==> src/rtl/draw_arb_pkg.sv <==
// Shared types and constants for the VGA plot-port arbiter slice.
package draw_arb_pkg;

  localparam int unsigned XW_DEF        = 8;
  localparam int unsigned YW_DEF        = 7;
  localparam int unsigned CW_DEF        = 3;
  localparam int unsigned SCREEN_WIDTH  = 160;
  localparam int unsigned SCREEN_HEIGHT = 120;

  localparam logic [2:0] COLOR_BLACK = 3'b000;
  localparam logic [2:0] COLOR_WHITE = 3'b111;

  typedef enum logic {
    ST_IDLE  = 1'b0,
    ST_GRANT = 1'b1
  } state_t;

endpackage

==> src/rtl/plot_port_arbiter_if.sv <==
// Requester-side bundle: drawing engines (master) to plot arbiter (slave).
interface plot_port_arbiter_if
  import draw_arb_pkg::*;
#(
  parameter int unsigned N_REQ = 4,
  parameter int unsigned XW    = XW_DEF,
  parameter int unsigned YW    = YW_DEF,
  parameter int unsigned CW    = CW_DEF
);

  logic [N_REQ-1:0]    req;
  logic [N_REQ-1:0]    req_last;
  logic [N_REQ*XW-1:0] req_x;
  logic [N_REQ*YW-1:0] req_y;
  logic [N_REQ*CW-1:0] req_color;
  logic [N_REQ-1:0]    gnt;

  modport master (output req, req_last, req_x, req_y, req_color, input gnt);
  modport slave  (input req, req_last, req_x, req_y, req_color, output gnt);

endinterface

==> src/rtl/rr_priority_pick.sv <==
// Combinational rotating-priority picker: first set req above rr_ptr, wrapping.
module rr_priority_pick #(
  parameter  int unsigned N_REQ = 4,
  localparam int unsigned PW    = (N_REQ > 1) ? $clog2(N_REQ) : 1
) (
  input  logic [N_REQ-1:0] req,
  input  logic [PW-1:0]    rr_ptr,
  output logic [PW-1:0]    winner,
  output logic             any_req
);

  // Scan from farthest to nearest so the nearest set bit above rr_ptr wins.
  always_comb begin
    int          idx;
    logic [PW-1:0] idx_w;
    winner  = '0;
    any_req = |req;
    for (int k = int'(N_REQ); k >= 1; k--) begin
      idx = int'(rr_ptr) + k;
      if (idx >= int'(N_REQ)) idx = idx - int'(N_REQ);
      idx_w = PW'(idx);
      if (req[idx_w]) winner = idx_w;
    end
  end

endmodule

==> src/rtl/plot_port_arbiter.sv <==
// Burst-locked arbiter sharing the VGA adapter write port among drawing engines.
// Build option: define PLOT_ARB_FIXED_PRIO_EN for fixed lowest-index priority
// instead of round-robin between bursts.
module plot_port_arbiter
  import draw_arb_pkg::*;
#(
  parameter int unsigned N_REQ       = 4,
  parameter int unsigned XW          = XW_DEF,
  parameter int unsigned YW          = YW_DEF,
  parameter int unsigned CW          = CW_DEF,
  parameter int unsigned TIMEOUT_CYC = 1024
) (
  input  logic                 CLOCK_50,
  input  logic                 resetn,
  plot_port_arbiter_if.slave   bus,
  output logic [XW-1:0]        VGA_X,
  output logic [YW-1:0]        VGA_Y,
  output logic [CW-1:0]        color_to_display,
  output logic                 plot,
  output logic                 busy,
  output logic                 timeout_pulse
);

  localparam int unsigned PW  = (N_REQ > 1) ? $clog2(N_REQ) : 1;
  localparam int unsigned WDW = (TIMEOUT_CYC > 1) ? $clog2(TIMEOUT_CYC) : 1;

  state_t           state;
  logic [PW-1:0]    rr_ptr;
  logic [PW-1:0]    owner;
  logic [PW-1:0]    pick_ptr;
  logic [PW-1:0]    winner;
  logic             any_req;
  logic [WDW-1:0]   watchdog;
  logic [N_REQ-1:0] gnt_q;
  logic             xfer;
  logic             last;
  logic             wd_expired;

`ifdef PLOT_ARB_FIXED_PRIO_EN
  // Pointer parked at the top index makes the picker a plain lowest-index search.
  assign pick_ptr = PW'(N_REQ - 1);
`else
  assign pick_ptr = rr_ptr;
`endif

  rr_priority_pick #(.N_REQ(N_REQ)) u_pick (
    .req     (bus.req),
    .rr_ptr  (pick_ptr),
    .winner  (winner),
    .any_req (any_req)
  );

  // Handshake qualifiers for the current holder only; others are ignored.
  assign xfer       = bus.req[owner];
  assign last       = bus.req_last[owner];
  assign wd_expired = (watchdog == WDW'(TIMEOUT_CYC - 1));

  assign bus.gnt = gnt_q;
  assign busy    = (state == ST_GRANT);

  // Arbitration FSM, grant register, watchdog and pixel output registers.
  always_ff @(posedge CLOCK_50 or negedge resetn) begin
    if (!resetn) begin
      state            <= ST_IDLE;
      rr_ptr           <= PW'(N_REQ - 1);
      owner            <= '0;
      gnt_q            <= '0;
      watchdog         <= '0;
      VGA_X            <= '0;
      VGA_Y            <= '0;
      color_to_display <= '0;
      plot             <= 1'b0;
      timeout_pulse    <= 1'b0;
    end else begin
      plot          <= 1'b0;
      timeout_pulse <= 1'b0;
      case (state)
        ST_IDLE: begin
          if (any_req) begin
            state    <= ST_GRANT;
            owner    <= winner;
            rr_ptr   <= winner;
            gnt_q    <= N_REQ'(1) << winner;
            watchdog <= '0;
          end
        end
        ST_GRANT: begin
          if (xfer) begin
            VGA_X            <= bus.req_x[int'(owner)*XW +: XW];
            VGA_Y            <= bus.req_y[int'(owner)*YW +: YW];
            color_to_display <= bus.req_color[int'(owner)*CW +: CW];
            plot             <= 1'b1;
          end
          if (!xfer || last) begin
            state <= ST_IDLE;
            gnt_q <= '0;
          end else if (wd_expired) begin
            state         <= ST_IDLE;
            gnt_q         <= '0;
            timeout_pulse <= 1'b1;
          end else begin
            watchdog <= watchdog + WDW'(1);
          end
        end
      endcase
    end
  end

endmodule
==> src/flat_wrapper.sv <==
// flat-port wrapper written by rule: the top's interface ports become plain ports
module plot_port_arbiter_flat import draw_arb_pkg::*;
#(
  parameter int unsigned N_REQ       = 4,
  parameter int unsigned XW          = XW_DEF,
  parameter int unsigned YW          = YW_DEF,
  parameter int unsigned CW          = CW_DEF,
  parameter int unsigned TIMEOUT_CYC = 1024
)
  (CLOCK_50, resetn, VGA_X, VGA_Y, color_to_display, plot, busy, timeout_pulse, bus_req, bus_req_last, bus_req_x, bus_req_y, bus_req_color, bus_gnt);
  plot_port_arbiter_if #(.N_REQ(N_REQ), .XW(XW), .YW(YW), .CW(CW)) bus_i ();
  input  logic CLOCK_50;
  input  logic resetn;
  output logic [XW-1:0] VGA_X;
  output logic [YW-1:0] VGA_Y;
  output logic [CW-1:0] color_to_display;
  output logic plot;
  output logic busy;
  output logic timeout_pulse;
  input wire logic [$bits(bus_i.req)-1:0] bus_req;
  input wire logic [$bits(bus_i.req_last)-1:0] bus_req_last;
  input wire logic [$bits(bus_i.req_x)-1:0] bus_req_x;
  input wire logic [$bits(bus_i.req_y)-1:0] bus_req_y;
  input wire logic [$bits(bus_i.req_color)-1:0] bus_req_color;
  output wire logic [$bits(bus_i.gnt)-1:0] bus_gnt;
  assign bus_i.req = bus_req;
  assign bus_i.req_last = bus_req_last;
  assign bus_i.req_x = bus_req_x;
  assign bus_i.req_y = bus_req_y;
  assign bus_i.req_color = bus_req_color;
  assign bus_gnt = bus_i.gnt;
  plot_port_arbiter #(.N_REQ(N_REQ), .XW(XW), .YW(YW), .CW(CW), .TIMEOUT_CYC(TIMEOUT_CYC)) u_core (.CLOCK_50(CLOCK_50), .resetn(resetn), .bus(bus_i), .VGA_X(VGA_X), .VGA_Y(VGA_Y), .color_to_display(color_to_display), .plot(plot), .busy(busy), .timeout_pulse(timeout_pulse));
endmodule
==> config.mk <==
export PLATFORM = sky130hd
export DESIGN_NAME = plot_port_arbiter_flat
export DESIGN_NICKNAME = d
export VERILOG_FILES = /design/src/rtl/draw_arb_pkg.sv /design/src/rtl/plot_port_arbiter_if.sv /design/src/rtl/rr_priority_pick.sv /design/src/rtl/plot_port_arbiter.sv /design/src/flat_wrapper.sv
export SDC_FILE = /design/constraint.sdc
export NUM_CORES = 1
export LEC_CHECK = 0
export CORE_MARGIN = 3
export CORE_UTILIZATION = 35
export CTS_CLUSTER_SIZE = 24
export DETAILED_ROUTE_END_ITERATION = 12
export GPL_ROUTABILITY_DRIVEN = 1
export PLACE_DENSITY = 0.81
export SETUP_SLACK_MARGIN = 0.3
export SLEW_MARGIN = 20
export SYNTH_ARGS = -nofsm -noshare
export SYNTH_HDL_FRONTEND = slang
export SYNTH_SLANG_ARGS = --single-unit
==> constraint.sdc <==
create_clock -name CLOCK_50 -period 1.8 [get_ports CLOCK_50]
set_input_delay 0.18 -clock CLOCK_50 [delete_from_list [all_inputs] [get_ports CLOCK_50]]
set_output_delay 0.18 -clock CLOCK_50 [all_outputs]
set_load 0.05 [all_outputs]
==> qor.yml <==
wire_per_inst_um: 17.3
synthesized_area_per_cell_um2: 12.4
post_synth_net_total: 268
antenna_left: 0
cts.root.buffer_cell: "sky130_fd_sc_hd__clkbuf_8"
synth_area_leader_cell: "sky130_fd_sc_hd__dfrtp_1"
top_level_ports: 107
tritoncts_buffer_count: 5
mostFrequentLayoutCell: "sky130_fd_sc_hd__clkdlybuf4s50_1"
fp.coreArea_um2: 6130
standard_cell_area_after_detailed_placement_um2: 3630
htreeDepth: 2
stdcell_area_um2: 3930
drc_errors: 0
layout-drive-gt1-share_pct: 33.4
port_buffers: 106
power.ir.vdd_worst_v: 0.000859
cp-start-kind: "register"
synth_ff_type: "sky130_fd_sc_hd__dfrtp_1"
floorplan.die.width_um: 87.1
placed_wire_length_estimate_um: 5010
grt_util_all_layers_pct: 17.2
worst_slack_ns: 0.00770
fin_setup_tns_ns: 0
die_area_um2: 7580
max_freq_mhz: 558
worst-slew-pin-transition_ns: 0.528
drt_first_pass_iters: 4
pwr-share-seq_pct: 25.0
post_syn_instances: 185
synth_edf_count: 0
regToRegStartpoint: "u_core.owner[0]"
fin_crit_share_pct: 99.6
placementRows: 28
ys_seq_elements: 39
area_growth_syn_to_layout_pct: 70.7
run_status: "complete, no violations"
yosys.area.top_type_share_pct: 40.3
worstPathCellList: "mux4_2, buf_6, nand2b_4, buf_4, mux2i_1, nand3_1"
cts.clk_slew.worst_paths_ns: 0.07
antenna_cells: 0
clock_latency_ns: 0.29
final-setup-viol-count: 0
grt_start_max_net_pins: 25
fin_crit_ns: 1.79
worst-r2r-setup-slack_ns: 0.008
maxCapViolCount: 0
timing.rr.end: "u_core.watchdog[3]"
critPathTopFamily: "multiplexers"
rsz0062_at_grt: "yes"
ys_async_sr_fraction_pct: 100
pre_cts_ws_ns: -0.132
worst_rel_slew_slack_pct: 64.8
max_stage_delay_ns: 0.60
crit_fanout: 4
share_comb_of_total_power_pct: 65.8
post_synth_instance_area_um2: 2300
crit_arrival_ns: 1.95
yosysWarnings: 0
mostFrequentLayoutCells: "sky130_fd_sc_hd__clkdlybuf4s50_1 (80), sky130_fd_sc_hd__dfrtp_1 (34), sky130_fd_sc_hd__dlygate4sd2_1 (24)"
grt_pass1_wl_um: 10200
detailedRoute.firstIterationViolations: 116
finalWeightedCongestion: 0.836
p_leak_uw: 0.00171
power.switching_uw: 2660
clock_tree_from_tritoncts: "yes"
number_of_clock_sinks_seen_by_cts: 39
p_per_area_nw_per_um2: 1560
synth_area_leaders: "sky130_fd_sc_hd__dfrtp_1 (40%), sky130_fd_sc_hd__mux4_2 (20%), sky130_fd_sc_hd__mux2_2 (8.8%), sky130_fd_sc_hd__nand2_1 (2.6%), sky130_fd_sc_hd__dfstp_2 (2.3%)"
postRouteWirelength_um: 6820
path_buf_inv: 2
number_of_antenna_violations_at_the_first_check_in_global_routing: 0
average_via_count_per_standard_cell: 5.44
critPathCaptureType: "register"
vias_in_the_first_global_route: 2232
critical_path_required_ns: 1.96
setup.worst_path.class: "register to register"
worst_hold_path_type: "input port to async pin"
finClkSkew_ns: 0.00330
switching_share_pct: 43.4
floorplan.initialDensity_pct: 37.5
slew_violations: 0
internal_power_uw: 3470
depth_of_the_worst_register_to_register_path: 6
gr-total-overflow: 0
cts_max_path_buffers: 2
net_count_final: 402
floorplan.die.height_um: 87.1
yosysUniqueCellTypes: 44
power.share.clock_pct: 9.3
route.vias.total: 2150
worst_path_max_delay_cell: "sky130_fd_sc_hd__mux4_2"
hold_violations: 0
seq_area_frac_synth_pct: 42.5
-- synth_stat cells, types with 2 or more instances --
| cell | instances |
|---|---|
| sky130_fd_sc_hd__nand3_1 | 8 |
| sky130_fd_sc_hd__a22oi_1 | 2 |
| sky130_fd_sc_hd__and3_1 | 3 |
| sky130_fd_sc_hd__inv_1 | 4 |
| sky130_fd_sc_hd__nor3_1 | 4 |
| sky130_fd_sc_hd__clkbuf_1 | 3 |
| sky130_fd_sc_hd__dfrtp_1 | 37 |
| sky130_fd_sc_hd__a211oi_1 | 3 |
| sky130_fd_sc_hd__nand2b_1 | 3 |
| sky130_fd_sc_hd__o22ai_1 | 4 |
| sky130_fd_sc_hd__dfstp_2 | 2 |
| sky130_fd_sc_hd__buf_2 | 3 |
| sky130_fd_sc_hd__and4_1 | 5 |
| sky130_fd_sc_hd__mux4_2 | 20 |
| sky130_fd_sc_hd__mux2i_1 | 2 |
| sky130_fd_sc_hd__nand2_1 | 16 |
| sky130_fd_sc_hd__o211ai_1 | 2 |
| sky130_fd_sc_hd__a21oi_1 | 10 |
| sky130_fd_sc_hd__nor2_1 | 7 |
| sky130_fd_sc_hd__buf_6 | 2 |
| sky130_fd_sc_hd__mux2_2 | 18 |
| sky130_fd_sc_hd__and2_1 | 5 |
-- per-stage QoR --
stage	util (%)	cells	hold WS, ns	total power (µW)
after floorplan	-	185	-0.116	4090
final	64.0	395	0.406	6130
after detailed placement	59.2	377	0.193	5230
after CTS	61.5	390	0.427	5820
after global placement	59.2	377	0.187	5160
after global routing	64.0	395	0.464	6460
-- layer usage --
metal | share of wire (%) | track usage, % | up-vias | wire [µm]
li1 | - | - | 991 | -
met1 | 38 | 20.5 | 1068 | 2580
met2 | 54 | 30.7 | 86 | 3660
met3 | 7.9 | 5.30 | 5 | 536
met4 | 0.57 | 2.97 | 0 | 39
met5 | 0 | 0 | - | 0
-- worst max-delay path by stage --
| stage | from | to | slack [ns] | cells past startpoint |
|---|---|---|---|---|
| global placement | bus_req[3] | u_core.watchdog[7] | -0.11 | 5 |
| detailed placement | bus_req[3] | u_core.watchdog[7] | -0.13 | 5 |
| CTS | u_core.owner[0] | u_core.watchdog[0] | 0.05 | 4 |
| global route | u_core.owner[0] | u_core.watchdog[3] | -0.06 | 6 |
| finish | u_core.owner[0] | u_core.watchdog[3] | 0.008 | 6 |
| floorplan | u_core.owner[0] | u_core.VGA_X[7] | 0.11 | 4 |
-- logic make-up after synthesis --
kind of cell,count (synthesis),synth area share [%]
AND/OR/NAND/NOR,61,15.2
multiplexers,40,29.3
flip-flops,39,42.5
AO/OA/AOI/OAI,31,9.36
buffers and inverters,13,3.10
adder cells (fa/ha/maj),1,0.544
-- power groups by stage --
stage,logic (µW),registers (µW),clock network (µW)
floorplan,1760,2330,0
global placement,3640,1520,0
detailed placement,3710,1520,0
CTS,3720,1510,582
global route,4250,1580,626
finish,4030,1530,568
-- repair_timing --
action / CTS / global route
resized for setup: 33 / 24
hold endpoints to repair: 20 / 0
buffers inserted: 3 / 4
hold buffers: 1 / 0
cloned: 1 / 1
pin swaps: 3 / 6
setup endpoints to repair: 58 / 39
-- state kept, by name, indices dropped and copies added, names as in the netlist --
signal / cells
u_core.plot: 1
u_core.VGA_X: 8
u_core.color_to_display: 3
u_core.busy: 1
u_core.timeout_pulse: 1
u_core.VGA_Y: 7
u_core.watchdog: 10
u_core.owner: 2
u_core.pick_ptr: 2
u_core.bus.gnt: 4
-- area by class of cell --
type,count,area [µm²]
clock inverter,1,5.00
inverter,4,17.5
clock buffer,7,76.3
timing repair buffer,135,1310
fill,467,2210
multi-input combinational,134,1440
sequential,39,982
tap,75,93.8
Power figures use the tool's default switching activity.
